`src/rtl/key_loader_pkg.sv`:
```
// key_loader_pkg: shared state encoding and sizing helpers for the key loader
package key_loader_pkg;
  localparam int KEY_W = 32;
  localparam int CHUNK_BITS = 8;
  localparam int TIMEOUT_DEF = 255;
  localparam int N_CHUNKS = KEY_W / CHUNK_BITS;
  function automatic int cnt_w(input int n);
    return $clog2(n + 1);
  endfunction
  localparam int TO_W = cnt_w(TIMEOUT_DEF);
  typedef enum logic [2:0] {IDLE, LOAD, CHECK, COMMIT, ERROR} state_t;
endpackage

```
`src/rtl/key_loader_if.sv`:
```
// key_loader_if: valid/ready key-chunk stream from the secure key store
interface key_loader_if import key_loader_pkg::*; #(parameter int CHUNK_W = CHUNK_BITS) ();
  logic s_valid;
  logic [CHUNK_W-1:0] s_data;
  logic s_ready;
  modport master (output s_valid, s_data, input s_ready);
  modport slave (input s_valid, s_data, output s_ready);
endinterface

```
`src/rtl/key_chk_accum.sv`:
```
// key_chk_accum: XOR checksum accumulator over key chunks with match against the received checksum
module key_chk_accum #(parameter int W = 8) (
  input  logic clk,
  input  logic rst,
  input  logic clr,
  input  logic en,
  input  logic [W-1:0] d,
  input  logic [W-1:0] chk,
  output logic match
);
  logic [W-1:0] acc_q;
  assign match = acc_q == chk;
  // running XOR of accepted key chunks, restarted at the beginning of each load
  always_ff @(posedge clk or posedge rst)
    if (rst) acc_q <= '0;
    else acc_q <= clr ? '0 : en ? acc_q ^ d : acc_q;
endmodule

```
`src/rtl/key_loader.sv`:
```
// key_loader: loads a chunked, checksummed unlock key and commits it to the locked core's key bus
module key_loader import key_loader_pkg::*; #(
  parameter int KEY_WIDTH = KEY_W,
  parameter int CHUNK_W = CHUNK_BITS,
  parameter int TIMEOUT_CYC = TIMEOUT_DEF,
  parameter logic [KEY_WIDTH-1:0] DECOY_KEY = '0,
  parameter bit LOCK_ON_COMMIT = 1'b1
) (
  input  logic clk,
  input  logic rst,
  input  logic start,
  key_loader_if.slave s,
  output logic [KEY_WIDTH-1:0] key_out,
  output logic key_valid,
  output logic busy,
  output logic err_chk,
  output logic err_timeout,
  output logic lock
);
  localparam int N = KEY_WIDTH / CHUNK_W;
  localparam int BW = cnt_w(N);
  localparam int TW = cnt_w(TIMEOUT_CYC);
  localparam logic [BW-1:0] LAST = BW'(N);
  localparam logic [TW-1:0] TO_LAST = TW'(TIMEOUT_CYC - 1);
  state_t state_q;
  logic [KEY_WIDTH-1:0] shadow_q, key_q;
  logic [BW-1:0] beat_q;
  logic [TW-1:0] to_q;
  logic [CHUNK_W-1:0] chk_q;
  logic ready_q, busy_q, valid_q, err_chk_q, err_to_q, lock_q;
  logic hs, go, match;
  assign hs = s.s_valid & ready_q;
  assign go = (state_q == IDLE) & start & ~lock_q;
  assign s.s_ready = ready_q;
  assign key_out = key_q;
  assign key_valid = valid_q;
  assign busy = busy_q;
  assign err_chk = err_chk_q;
  assign err_timeout = err_to_q;
  assign lock = lock_q;
  key_chk_accum #(.W(CHUNK_W)) u_acc (
    .clk   (clk),
    .rst   (rst),
    .clr   (go),
    .en    (hs & (beat_q != LAST)),
    .d     (s.s_data),
    .chk   (chk_q),
    .match (match)
  );
  // load sequencer; every output is a register so the key bus never glitches
  always_ff @(posedge clk or posedge rst)
    if (rst) begin
      state_q <= IDLE;
      shadow_q <= '0;
      key_q <= DECOY_KEY;
      beat_q <= '0;
      to_q <= '0;
      chk_q <= '0;
      ready_q <= 1'b0;
      busy_q <= 1'b0;
      valid_q <= 1'b0;
      err_chk_q <= 1'b0;
      err_to_q <= 1'b0;
      lock_q <= 1'b0;
    end else begin
      case (state_q)
        IDLE: if (go) begin
          state_q <= LOAD;
          ready_q <= 1'b1;
          busy_q <= 1'b1;
          err_chk_q <= 1'b0;
          err_to_q <= 1'b0;
          beat_q <= '0;
          to_q <= '0;
        end
        LOAD: if (hs) begin
          to_q <= '0;
          if (beat_q == LAST) begin
            chk_q <= s.s_data;
            ready_q <= 1'b0;
            state_q <= CHECK;
          end else begin
            shadow_q[beat_q * CHUNK_W +: CHUNK_W] <= s.s_data;
            beat_q <= beat_q + 1'b1;
          end
        end else if (to_q == TO_LAST) begin
          ready_q <= 1'b0;
          err_to_q <= 1'b1;
          state_q <= ERROR;
        end else to_q <= to_q + 1'b1;
        CHECK: begin
          err_chk_q <= ~match;
          state_q <= match ? COMMIT : ERROR;
        end
        COMMIT: begin
          key_q <= shadow_q;
          valid_q <= 1'b1;
          lock_q <= LOCK_ON_COMMIT;
          busy_q <= 1'b0;
          state_q <= IDLE;
        end
        ERROR: begin
          shadow_q <= '0;
          busy_q <= 1'b0;
          state_q <= IDLE;
        end
        default: begin
          ready_q <= 1'b0;
          busy_q <= 1'b0;
          state_q <= IDLE;
        end
      endcase
    end
endmodule

```
`src/flat_wrapper.sv`:
```
// flat-port wrapper written by rule: the top's interface ports become plain ports
module key_loader_flat import key_loader_pkg::*;
#(
  parameter int KEY_WIDTH = KEY_W,
  parameter int CHUNK_W = CHUNK_BITS,
  parameter int TIMEOUT_CYC = TIMEOUT_DEF,
  parameter logic [KEY_WIDTH-1:0] DECOY_KEY = '0,
  parameter bit LOCK_ON_COMMIT = 1'b1
)
  (clk, rst, start, key_out, key_valid, busy, err_chk, err_timeout, lock, s_s_valid, s_s_data, s_s_ready);
  key_loader_if #(.CHUNK_W(CHUNK_W)) s_i ();
  input  logic clk;
  input  logic rst;
  input  logic start;
  output logic [KEY_WIDTH-1:0] key_out;
  output logic key_valid;
  output logic busy;
  output logic err_chk;
  output logic err_timeout;
  output logic lock;
  input wire logic [$bits(s_i.s_valid)-1:0] s_s_valid;
  input wire logic [$bits(s_i.s_data)-1:0] s_s_data;
  output wire logic [$bits(s_i.s_ready)-1:0] s_s_ready;
  assign s_i.s_valid = s_s_valid;
  assign s_i.s_data = s_s_data;
  assign s_s_ready = s_i.s_ready;
  key_loader #(.KEY_WIDTH(KEY_WIDTH), .CHUNK_W(CHUNK_W), .TIMEOUT_CYC(TIMEOUT_CYC), .DECOY_KEY(DECOY_KEY), .LOCK_ON_COMMIT(LOCK_ON_COMMIT)) u_core (.clk(clk), .rst(rst), .start(start), .s(s_i), .key_out(key_out), .key_valid(key_valid), .busy(busy), .err_chk(err_chk), .err_timeout(err_timeout), .lock(lock));
endmodule
```
`config.mk`:
```
export PLATFORM = sky130hd
export DESIGN_NAME = key_loader_flat
export DESIGN_NICKNAME = d
export VERILOG_FILES = /design/src/rtl/key_loader_pkg.sv /design/src/rtl/key_loader_if.sv /design/src/rtl/key_chk_accum.sv /design/src/rtl/key_loader.sv /design/src/flat_wrapper.sv
export SDC_FILE = /design/constraint.sdc
export NUM_CORES = 1
export LEC_CHECK = 0
export BUFFER_PORTS_ARGS = -buffer_cell sky130_fd_sc_hd__buf_2
export CORE_ASPECT_RATIO = 0.8
export CORE_MARGIN = 2
export CORE_UTILIZATION = 38
export CTS_CLUSTER_SIZE = 12
export DETAILED_ROUTE_END_ITERATION = 6
export PLACE_DENSITY = 0.65
export SLEW_MARGIN = 40
export SYNTH_ARGS = -nofsm -noshare
export SYNTH_HDL_FRONTEND = slang
export SYNTH_SLANG_ARGS = --single-unit
export TNS_END_PERCENT = 10
```
`constraint.sdc`:
```
create_clock -name clk -period 3.8 [get_ports clk]
set_input_delay 0.76 -clock clk [delete_from_list [all_inputs] [get_ports clk]]
set_output_delay 0.76 -clock clk [all_outputs]
set_load 0.01 [all_outputs]
```
Yosys cells after proc, flatten, opt, wreduce, memory -nomap -nowiden
Cells that the tools add are included.
{ "totals": {"reg_bits": 99, "in_bits": 12, "out_inout_bits": 38, "word_cells": 89} }
{ "classes": {"n_addsub": 3, "n_eq_ne": 16, "shift": 2, "mux": 31, "bitwise_logic": 9, "reduce_logical": 16} }
{ "op_table": {"columns": ["op", "count"], "rows": [
  ["$mux 32", 2],
  ["$pmux 32 s2", 1],
  ["$mux 8", 5],
  ["$neg 6->34", 1],
  ["$shift 8x34->32 const A", 1],
  ["$shiftx 8x34->32", 1],
  ["$bwmux 32", 1],
  ["$mux 3", 8],
  ["$pmux 8 s2", 1],
  ["$reduce_and 3->1", 4],
  ["$reduce_and 4->1", 3],
  ["$pmux 3 s3", 1],
  ["$add 8x1->8 const B", 1],
  ["$eq 8x8->1", 1],
  ["$eq 8x8->1 const B", 1],
  ["$reduce_bool 2->1", 4],
  ["$xor 8x8->8", 1],
  ["$mux 1", 7],
  ["$eq 3x2->1 const B", 2],
  ["$eq 3x3->1 const B", 2],
  ["$ne 2x2->1 const B", 3],
  ["$ne 3x3->1 const B", 2],
  ["$pmux 1 s2", 3],
  ["$pmux 3 s2", 1],
  ["other kinds (12)", 20]
]} }

Longest topological paths before layout
Gate-level depths: netlist of run 1.
{ "depth": {"ltp_word": 6, "ltp_mapped": 10, "ltp_nobuf": 7} }

Hierarchy
Synthesis of run 1 repeated with hierarchy kept, for this count alone.
{ "unflattened": {"cells_unflattened": 391, "hier_area_um2": 4414.2} }
{ "by_module_without_submodules": {"columns": ["module", "n_inst", "cells_per_inst", "area_each_um2", "seq_area_each_um2"], "rows": [
  ["key_loader", 1, 345, 3985.1, 2277.2],
  ["key_chk_accum", 1, 46, 429.2, 200.2]
]} }

Worst setup path after synthesis of run 1
Ideal clock, no wire load.
{ "synth_timing": {"path_kind": "register -> register", "from": "register u_core.beat_q[0]", "to": "register u_core.shadow_q[0]", "setup_ps": 132, "arrival_ps": 1961, "required_time_ps": 3668, "path_slack_ps": 1707, "path_stages_with_launch": 8, "path_buffers": 0, "synth_period_minus_slack_ps": 2093, "path_cell_list": "dfrtp_1 > inv_1 > ha_1 > ha_1 > nor4b_1 > nand4_1 > mux2i_1 > nor2_1"} }
{ "synth_between": {"elab_chain_cells": 6, "elab_cells_between_ends": 10, "cone_classes": "1 x add/sub; 2 x eq/ne; 2 x shift; 4 x mux; 1 x reduce/logical"} }
{ "synth_lines": {"columns": ["element", "line", "source"], "rows": [
  ["start: declaration", "key_loader.sv:27", "logic [BW-1:0] beat_q;"],
  ["start signal: assignment", "key_loader.sv:84", "beat_q <= beat_q + 1'b1;"],
  ["$neg 6->34", "key_loader.sv:83", "shadow_q[beat_q * CHUNK_W +: CHUNK_W] <= s.s_data;"],
  ["$shiftx 8x34->32 or $shift 8x34->32 (tied branches)", "key_loader.sv:83", null],
  ["$bwmux 32", "key_loader.sv:83", null],
  ["$mux 32", "key_loader.sv:78", "if (beat_q == LAST) begin"],
  ["$mux 32", "key_loader.sv:76", "LOAD: if (hs) begin"],
  ["$pmux 32 s2", "key_loader.sv:66", "case (state_q)"],
  ["end signal: indexed assignment", "key_loader.sv:83", null],
  ["end: declaration", "key_loader.sv:26", "logic [KEY_WIDTH-1:0] shadow_q, key_q;"]
]} }
Parallel ways exist; a longest one is shown, timed or not. The select of a mux whose other input is x is not followed.
A chain may end at the register's enable or synchronous reset.

Worst setup path in the final report of run 1
{ "layout_timing": {"from": "register u_core.beat_q[0]", "to": "register u_core.shadow_q[6]"} }
Same word-level chain as after synthesis.

==> flow_metrics.py, run 1 <==
metrics = {
    "placed_design": {
        "place_ws_ns": 1.358,
        "port-buffer-count": 49,
        "place_congestion": 0.7570,
        "place_area_um2": 4805,
        "hpwl_mm": 6.513,
    },
    "global_route": {
        "grtUsageTotal_pct": 16.10,
        "grt_use_met3_pct": 4.034,
        "gr-usage-met1_pct": 22.11,
        "grt_max_degree": 74,
        "grt_overflow": 0,
        "grt_pass1_vias": 3020,
        "top_usage_layer": "met2",
        "grtUsageMet2_pct": 25.35,
        "grt_antenna_before_repair": 0,
        "grt_pass1_wl_mm": 15.76,
    },
    "power_and_ir_drop": {
        "leakagePower_nw": 2.635,
        "p_comb_share_pct": 30.1,
        "p_clk_share_pct": 24.9,
        "p_per_area_nw_per_um2": 714.4,
        "switchingPower_mw": 1.291,
        "vdd_drop_max_v": 0.0003594,
        "pwr-share-seq_pct": 45.0,
        "p_int_mw": 2.361,
        "power_mw": 3.652,
        "swShare_pct": 35.35,
    },
    "worst_setup_path": {
        "slowest_stage": "nand4_1",
        "crit_family": "simple AND/OR/NAND/NOR gates",
        "r2r-start": "u_core.beat_q[0]$_DFFE_PP0P_",
        "crit_type": "reg -> reg",
        "critPathLaunch": "u_core.beat_q[0]$_DFFE_PP0P_",
        "worstPathRequired_ns": 4.02,
        "crit_buf_inv": 1,
        "r2r_cells": 7,
        "slowest_delay_ns": 0.54,
        "cp_max_fo": 8,
        "start_kind": "flop",
        "worstSetupEndpointType": "flop",
        "crit_top_cell": "ha_1",
        "crit_path_end": "u_core.shadow_q[6]$_DFFE_PP0P_",
        "worstPathCellList": "inv_1 -> ha_1 -> ha_1 -> nor4b_1 -> nand4_1 -> mux2i_1 -> nor2_1",
        "rrSetupSlack_ns": 1.38,
        "cp.depth": 7,
        "crit_arrival_ns": 2.63,
        "r2r_end": "u_core.shadow_q[6]$_DFFE_PP0P_",
    },
    "sta": {
        "rsz0062_at_grt": "false",
        "timing.slew.headroom_pct": 50.80,
        "tightest_slew_ns": 0.7362,
        "fin_crit_ns": 2.419,
        "slew_viol_final": 0,
        "skew_ns": 0.009566,
        "layout_setup_ws_ns": 1.381,
        "fin_setup_tns_ns": 0,
        "timing.final.crit_share_pct": 63.66,
        "hold_viol": 0,
        "finalSetupViolCount": 0,
        "fmax_mhz": 413.4,
    },
    "die": {
        "core-area_um2": 11430,
        "rows": 35,
        "die_w_um": 124.6,
        "io_pins": 50,
        "start_util_pct": 38.66,
        "die_height_um": 100.5,
        "die-area_um2": 12510,
    },
    "synthesis": {
        "yosys_warnings": 0,
        "avgSynthCellArea_um2": 11.66,
        "synth_async_sr_flop_share_pct": 100.0,
        "synth.distinct_cells": 43,
        "synth-seq-cells": 99,
        "synth_area_um2": 4419,
        "synthFlopType": "dfrtp_1",
        "synth_top_cell_area_share_pct": 56.06,
        "syn_nets": 397,
        "synth_area_leaders": "dfrtp_1 56%, mux2_2 11%, mux2i_1 5.7%",
        "seq_area_frac_synth_pct": 56.06,
        "postSynthCellCount": 379,
        "synth_edf_count": 0,
        "synth_area_leader_cell": "dfrtp_1",
    },
    "route": {
        "drt-vias-per-instance": 5.268,
        "routed_wl_mm": 9.526,
        "first_pass_iters": 5,
        "antenna_left": 0,
        "num_vias": 3050,
        "wl_per_cell_um": 16.45,
        "first_iter_violations": 165,
        "drc": 0,
    },
    "clock_network": {
        "ctsHoldBuffers": 0,
        "cts_tree": "built",
        "post_cts_resized": 0,
        "root_buffer": "clkbuf_16",
        "cts_setup_buffers": 0,
        "clockBufferDepth": 2,
        "htreeDepth": 3,
        "cts_sinks": 99,
        "cts_inserted_buffers": 9,
        "clkTransAtPathRegs_ns": 0.08,
        "clkLatencyLatePin_ns": 0.35,
    },
    "outcome": {
        "status": "complete, no violations",
    },
    "cells_and_area": {
        "n_antenna_cell": 0,
        "final_area_um2": 5111,
        "drive_gt1_share_pct": 27.61,
        "fin_nets": 444,
        "final_util_pct": 44.72,
        "syn_to_final_growth_pct": 15.66,
    },
    "job": {
        "drv_cap": 0,
    },
    "hold_path": {
        "hp-class": "in -> async",
    },
}
-- power by group through the flow --
stage               sequential (mW)  combinational, mW  clock (mW)
floorplan                      1.65              0.740           0
global placement               1.64               1.07           0
detailed placement             1.66               1.11           0
CTS                            1.64               1.11       0.937
global route                   1.69               1.22       0.980
finish                         1.64               1.10       0.911
-- kinds of logic (layout without fill, tap and decap cells) --
group           Yosys count  count (layout)  synth area share (%)
simple gates            112             112                 13.53
flops                    99              99                 56.06
compound gates           51              51                 7.107
buf+inv                  34              86                 3.256
fa+ha+maj                 6               6                 1.699
xor+xnor                 10              10                 1.982
mux                      67              67                 16.36
-- state kept, by name, indices dropped and copies added (netlist names), 3 cells and up --
name and cells:
u_core.state_q 3, u_core.u_acc.acc_q 8, u_core.shadow_q 32, u_core.key_out 32
u_core.beat_q 3, u_core.chk_q 8, u_core.to_q 8
-- cell usage after synthesis (all sizes together) (8+ instances only) --
cell type	number
o21ai	22
xnor2	10
inv	17
or3	8
mux2i	25
nor2	29
buf	10
mux2	42
a21oi	10
dfrtp	99
nand3	10
nand2	29
-- through the flow --
step / hold slack [ns] / cells
detailed placement: 0.4900 / 563
floorplan: 0.4802 / 379
finish: 0.5032 / 579
CTS: 0.5100 / 579
global route: 0.5179 / 579
global placement: 0.4855 / 563
-- how the worst min path moves through the flow --
stage / from / end / slack, ns / cells past startpoint
after floorplan: u_core.to_q[5]$_DFFE_PP0P_ / u_core.to_q[5]$_DFFE_PP0P_ / 0.48 / 1
after global placement: u_core.key_out[7]$_DFFE_PP0N_ / u_core.key_out[7]$_DFFE_PP0N_ / 0.49 / 1
after detailed placement: u_core.key_out[21]$_DFFE_PP0N_ / u_core.key_out[21]$_DFFE_PP0N_ / 0.49 / 1
after CTS: u_core.key_out[20]$_DFFE_PP0N_ / u_core.key_out[20]$_DFFE_PP0N_ / 0.51 / 1
after global routing: u_core.key_out[31]$_DFFE_PP0N_ / u_core.key_out[31]$_DFFE_PP0N_ / 0.52 / 1
final: rst / u_core.err_timeout$_DFFE_PP0P_ / 0.50 / 2
-- final cells by class --
cell class              instances  area [um^2]
multi-input cells             246         1800
fillers                      1041         6319
well taps                     148        185.2
flip-flops and latches         99         2477
clock inverters                 7        78.83
inverters                      17        68.82
clock buffers                   9        225.2
repair buffers                 53        275.3
-- placed cells by master, fill, tap and decap left out, types with 4 or more instances in the layout --
cell,netlist,layout
dfrtp_1,99,99
buf_2,7,49
mux2_2,42,42
nor2_1,29,29
nand2_1,29,28
mux2i_1,25,25
o21ai_0,22,22
inv_1,17,16
a21oi_1,10,10
nand3_1,10,10
xnor2_1,10,10
clkbuf_16,0,9
or3_1,8,8
o31ai_1,6,6
ha_1,6,6
and3_1,5,5
nand4_1,5,5
nor3_1,4,4
buf_4,2,4
-- per-layer routing --
layer  wire, um  up-vias  part of all wire (%)
li1           -     1422                     -
met1       4530     1540                    48
met2       4453       77                    47
met3        429       11                   4.5
met4        112        0                   1.2
met5          0        -                     0
No activity file was read; power rests on OpenSTA's default activity.
==> inputs of run 2 (changes only) <==
--- a/config.mk
+++ b/config.mk
@@ -5,13 +5,14 @@
 export SDC_FILE = /design/constraint.sdc
 export NUM_CORES = 1
 export LEC_CHECK = 0
+export ABC_AREA = 1
 export BUFFER_PORTS_ARGS = -buffer_cell sky130_fd_sc_hd__buf_2
 export CORE_ASPECT_RATIO = 0.8
 export CORE_MARGIN = 2
 export CORE_UTILIZATION = 38
 export CTS_CLUSTER_SIZE = 12
 export DETAILED_ROUTE_END_ITERATION = 6
-export PLACE_DENSITY = 0.65
+export PLACE_DENSITY = 0.67
 export SLEW_MARGIN = 40
 export SYNTH_ARGS = -nofsm -noshare
 export SYNTH_HDL_FRONTEND = slang
==> constraint.sdc (replaced) <==
create_clock -name clk -period 2.01 [get_ports clk]
set_input_delay 0.402 -clock clk [delete_from_list [all_inputs] [get_ports clk]]
set_output_delay 0.402 -clock clk [all_outputs]
set_load 0.01 [all_outputs]
==> run 2 against run 1 <==
Compared with the run above:
- global-route usage increased by 0.083 points
- total power is 83% higher
- utilization grew 0.41 points
- clock-buffer cell count grew 1
- critical path depth is 1 higher
==> flow_metrics.py, run 2 <==
metrics = {
    "clock_network": {
        "cts_inserted_buffers": 9,
        "cts_tree": "built",
        "clkTransAtPathRegs_ns": 0.07,
        "htreeDepth": 3,
        "cts_sinks": 99,
        "clockBufferDepth": 2,
        "root_buffer": "clkbuf_16",
        "clkLatencyLatePin_ns": 0.35,
    },
    "placed_design": {
        "hpwl_mm": 6.775,
        "port-buffer-count": 49,
        "place_congestion": 0.8467,
        "place_ws_ns": 0.1172,
        "dp.cells": 669,
    },
    "die": {
        "io_pins": 50,
        "die-area_um2": 12480,
        "start_util_pct": 38.57,
        "die_height_um": 100.3,
        "die_w_um": 124.4,
        "rows": 35,
        "core-area_um2": 11430,
    },
    "route": {
        "first_iter_violations": 284,
        "drt-vias-per-instance": 4.866,
        "wl_per_cell_um": 13.92,
        "first_pass_iters": 4,
        "antenna_left": 0,
        "drc": 0,
        "routed_wl_mm": 9.537,
        "num_vias": 3333,
    },
    "cells_and_area": {
        "multiInputGateArea_um2": 1625,
        "syn_to_final_growth_pct": 17.00,
        "regArea_um2": 2477,
        "final_util_pct": 45.12,
        "layout_common_cells": "110 x nand2_1, 99 x dfrtp_1, 65 x inv_1, 49 x buf_2",
        "n_antenna_cell": 0,
        "instances_no_fill": 685,
        "layout_commonest_cell": "nand2_1",
        "nFillCells": 1085,
        "fin_nets": 550,
        "drive_gt1_share_pct": 21.42,
    },
    "worst_setup_path": {
        "rrSetupSlack_ns": 0.15,
        "critPathLaunch": "u_core.beat_q[0]$_DFFE_PP0P_",
        "worstSetupEndpointType": "flop",
        "cp_max_fo": 9,
        "worstPathRequired_ns": 2.23,
        "crit_arrival_ns": 2.08,
        "crit_type": "reg -> reg",
        "start_kind": "flop",
        "r2r-start": "u_core.beat_q[0]$_DFFE_PP0P_",
    },
    "synthesis": {
        "seq_area_frac_synth_pct": 56.20,
        "avgSynthCellArea_um2": 9.300,
        "synth_area_leaders": "dfrtp_1 56%, nand2_1 9.5%, inv_1 5.7%",
        "yosys.area_share.simple_pct": 20.86,
        "synth_top_family_by_area": "simple AND/OR/NAND/NOR gates",
        "synth_compound_area_share_pct": 7.579,
        "synth_area_um2": 4408,
        "synth_async_sr_flop_share_pct": 100.0,
        "synth.most_common_cell": "nand2_1",
        "synth_top_cell_area_share_pct": 56.20,
        "synthMuxAreaShare_pct": 4.854,
        "yosys.area_share.adder_pct": 1.703,
        "synth-seq-cells": 99,
        "postSynthCellCount": 474,
        "synth_edf_count": 0,
        "synth.distinct_cells": 31,
        "synth_area_leader_cell": "dfrtp_1",
        "syn_nets": 492,
        "yosys_warnings": 0,
        "synth_top_cells_by_count": "111 x nand2_1, 99 x dfrtp_1, 67 x inv_1, 37 x nand3_1, 37 x o21ai_0",
        "synthXorXnorAreaFrac_pct": 1.590,
        "synthFlopType": "dfrtp_1",
    },
    "power_and_ir_drop": {
        "leakagePower_nw": 2.743,
        "p_per_area_nw_per_um2": 1298,
        "p_int_mw": 4.220,
        "power_mw": 6.695,
        "vdd_drop_max_v": 0.0005167,
        "switchingPower_mw": 2.475,
        "swShare_pct": 36.97,
        "p_clk_share_pct": 24.7,
        "p_comb_share_pct": 32.4,
        "pwr-share-seq_pct": 42.9,
    },
    "hold_path": {
        "hp-class": "in -> async",
    },
    "sta": {
        "fmax_mhz": 537.8,
        "slew_viol_final": 0,
        "tightest_slew_ns": 0.6012,
        "hold_viol": 0,
        "timing.slew.headroom_pct": 59.87,
        "rsz0062_at_grt": "true",
        "timing.final.crit_share_pct": 92.51,
        "fin_crit_ns": 1.859,
        "finalSetupViolCount": 0,
        "fin_setup_tns_ns": 0,
        "layout_setup_ws_ns": 0.1505,
        "skew_ns": 0.005939,
    },
    "global_route": {
        "grt_antenna_before_repair": 0,
        "grt_max_degree": 67,
        "grtUsageTotal_pct": 16.19,
        "grt_pass1_wl_mm": 16.19,
        "grt_overflow": 0,
        "grt_pass1_vias": 3319,
    },
    "job": {
        "drv_cap": 0,
    },
    "outcome": {
        "status": "complete, no violations",
    },
}
-- run 2: routing by layer --
layer  vias up  track usage (%)  share of wire (%)  wire, um
li1       1647                -                  -         -
met1      1632            22.10                 50      4782
met5         -                0                  0         0
met2        50            26.23                 46      4407
met3         4            4.264                2.9       279
met4         0            3.630               0.71        68
-- run 2: cell families (layout without fill, tap and decap cells) --
family / count (synthesis) / after routing
DFF: 99 / 99
muxes: 19 / 19
xor gates and xnor gates: 8 / 8
AOI/OAI and AO/OA: 62 / 62
and+or+nand+nor: 200 / 200
buffers and inverters: 80 / 143
adders and majority gates: 6 / 6
-- run 2: what timing repair did --
action	CTS	global route
setup endpoints to repair	0	24
hold buffers	0	0
setup buffers	0	0
resized for setup	0	4
-- run 2: worst paths after layout --
kind | cells after the start | to
worst min register to register | 2 | u_core.key_out[15]$_DFFE_PP0N_
worst min-delay path | 2 | u_core.key_out[6]$_DFFE_PP0N_
worst max register to register | 8 | u_core.shadow_q[12]$_DFFE_PP0P_
worst max-delay path | 8 | u_core.shadow_q[12]$_DFFE_PP0P_
min in group clk | 3 | u_core.chk_q[3]$_DFFE_PP0P_
max in group asynchronous | 3 | u_core.shadow_q[25]$_DFFE_PP0P_
-- run 2: cell type report --
cell class | instances | area share [%]
flip-flops and latches | 99 | 48.03
multi-input cells | 295 | 31.51
well taps | 148 | 3.590
inverters | 70 | 5.167
clock inverters | 6 | 0.8976
repair buffers | 57 | 6.162
clock buffers | 10 | 4.634
-- run 2: critical path: stages (launching register included) --
cell     delay, ns
dfrtp_1       0.41
inv_1         0.09
ha_1          0.23
ha_1          0.29
inv_2         0.06
nor3_1        0.23
nand2_2       0.19
nand2_4       0.15
o22ai_1       0.10
-- run 2: power by group through the flow --
| stage | Combinational, mW | Clock [mW] | Sequential (mW) |
|---|---|---|---|
| after global placement | 2.08 | 0 | 2.88 |
| after floorplan | 1.49 | 0 | 2.91 |
| final | 2.17 | 1.66 | 2.87 |
| after CTS | 2.16 | 1.69 | 2.87 |
| after global routing | 2.47 | 1.78 | 2.93 |
| after detailed placement | 2.14 | 0 | 2.90 |
-- run 2: through the flow --
step	hold WS (ns)	instance area (um^2)
CTS	0.04276	5145
detailed placement	0.4156	4860
floorplan	0.4380	4412
global placement	0.4103	4860
global route	0.05062	5157
finish	0.04033	5157
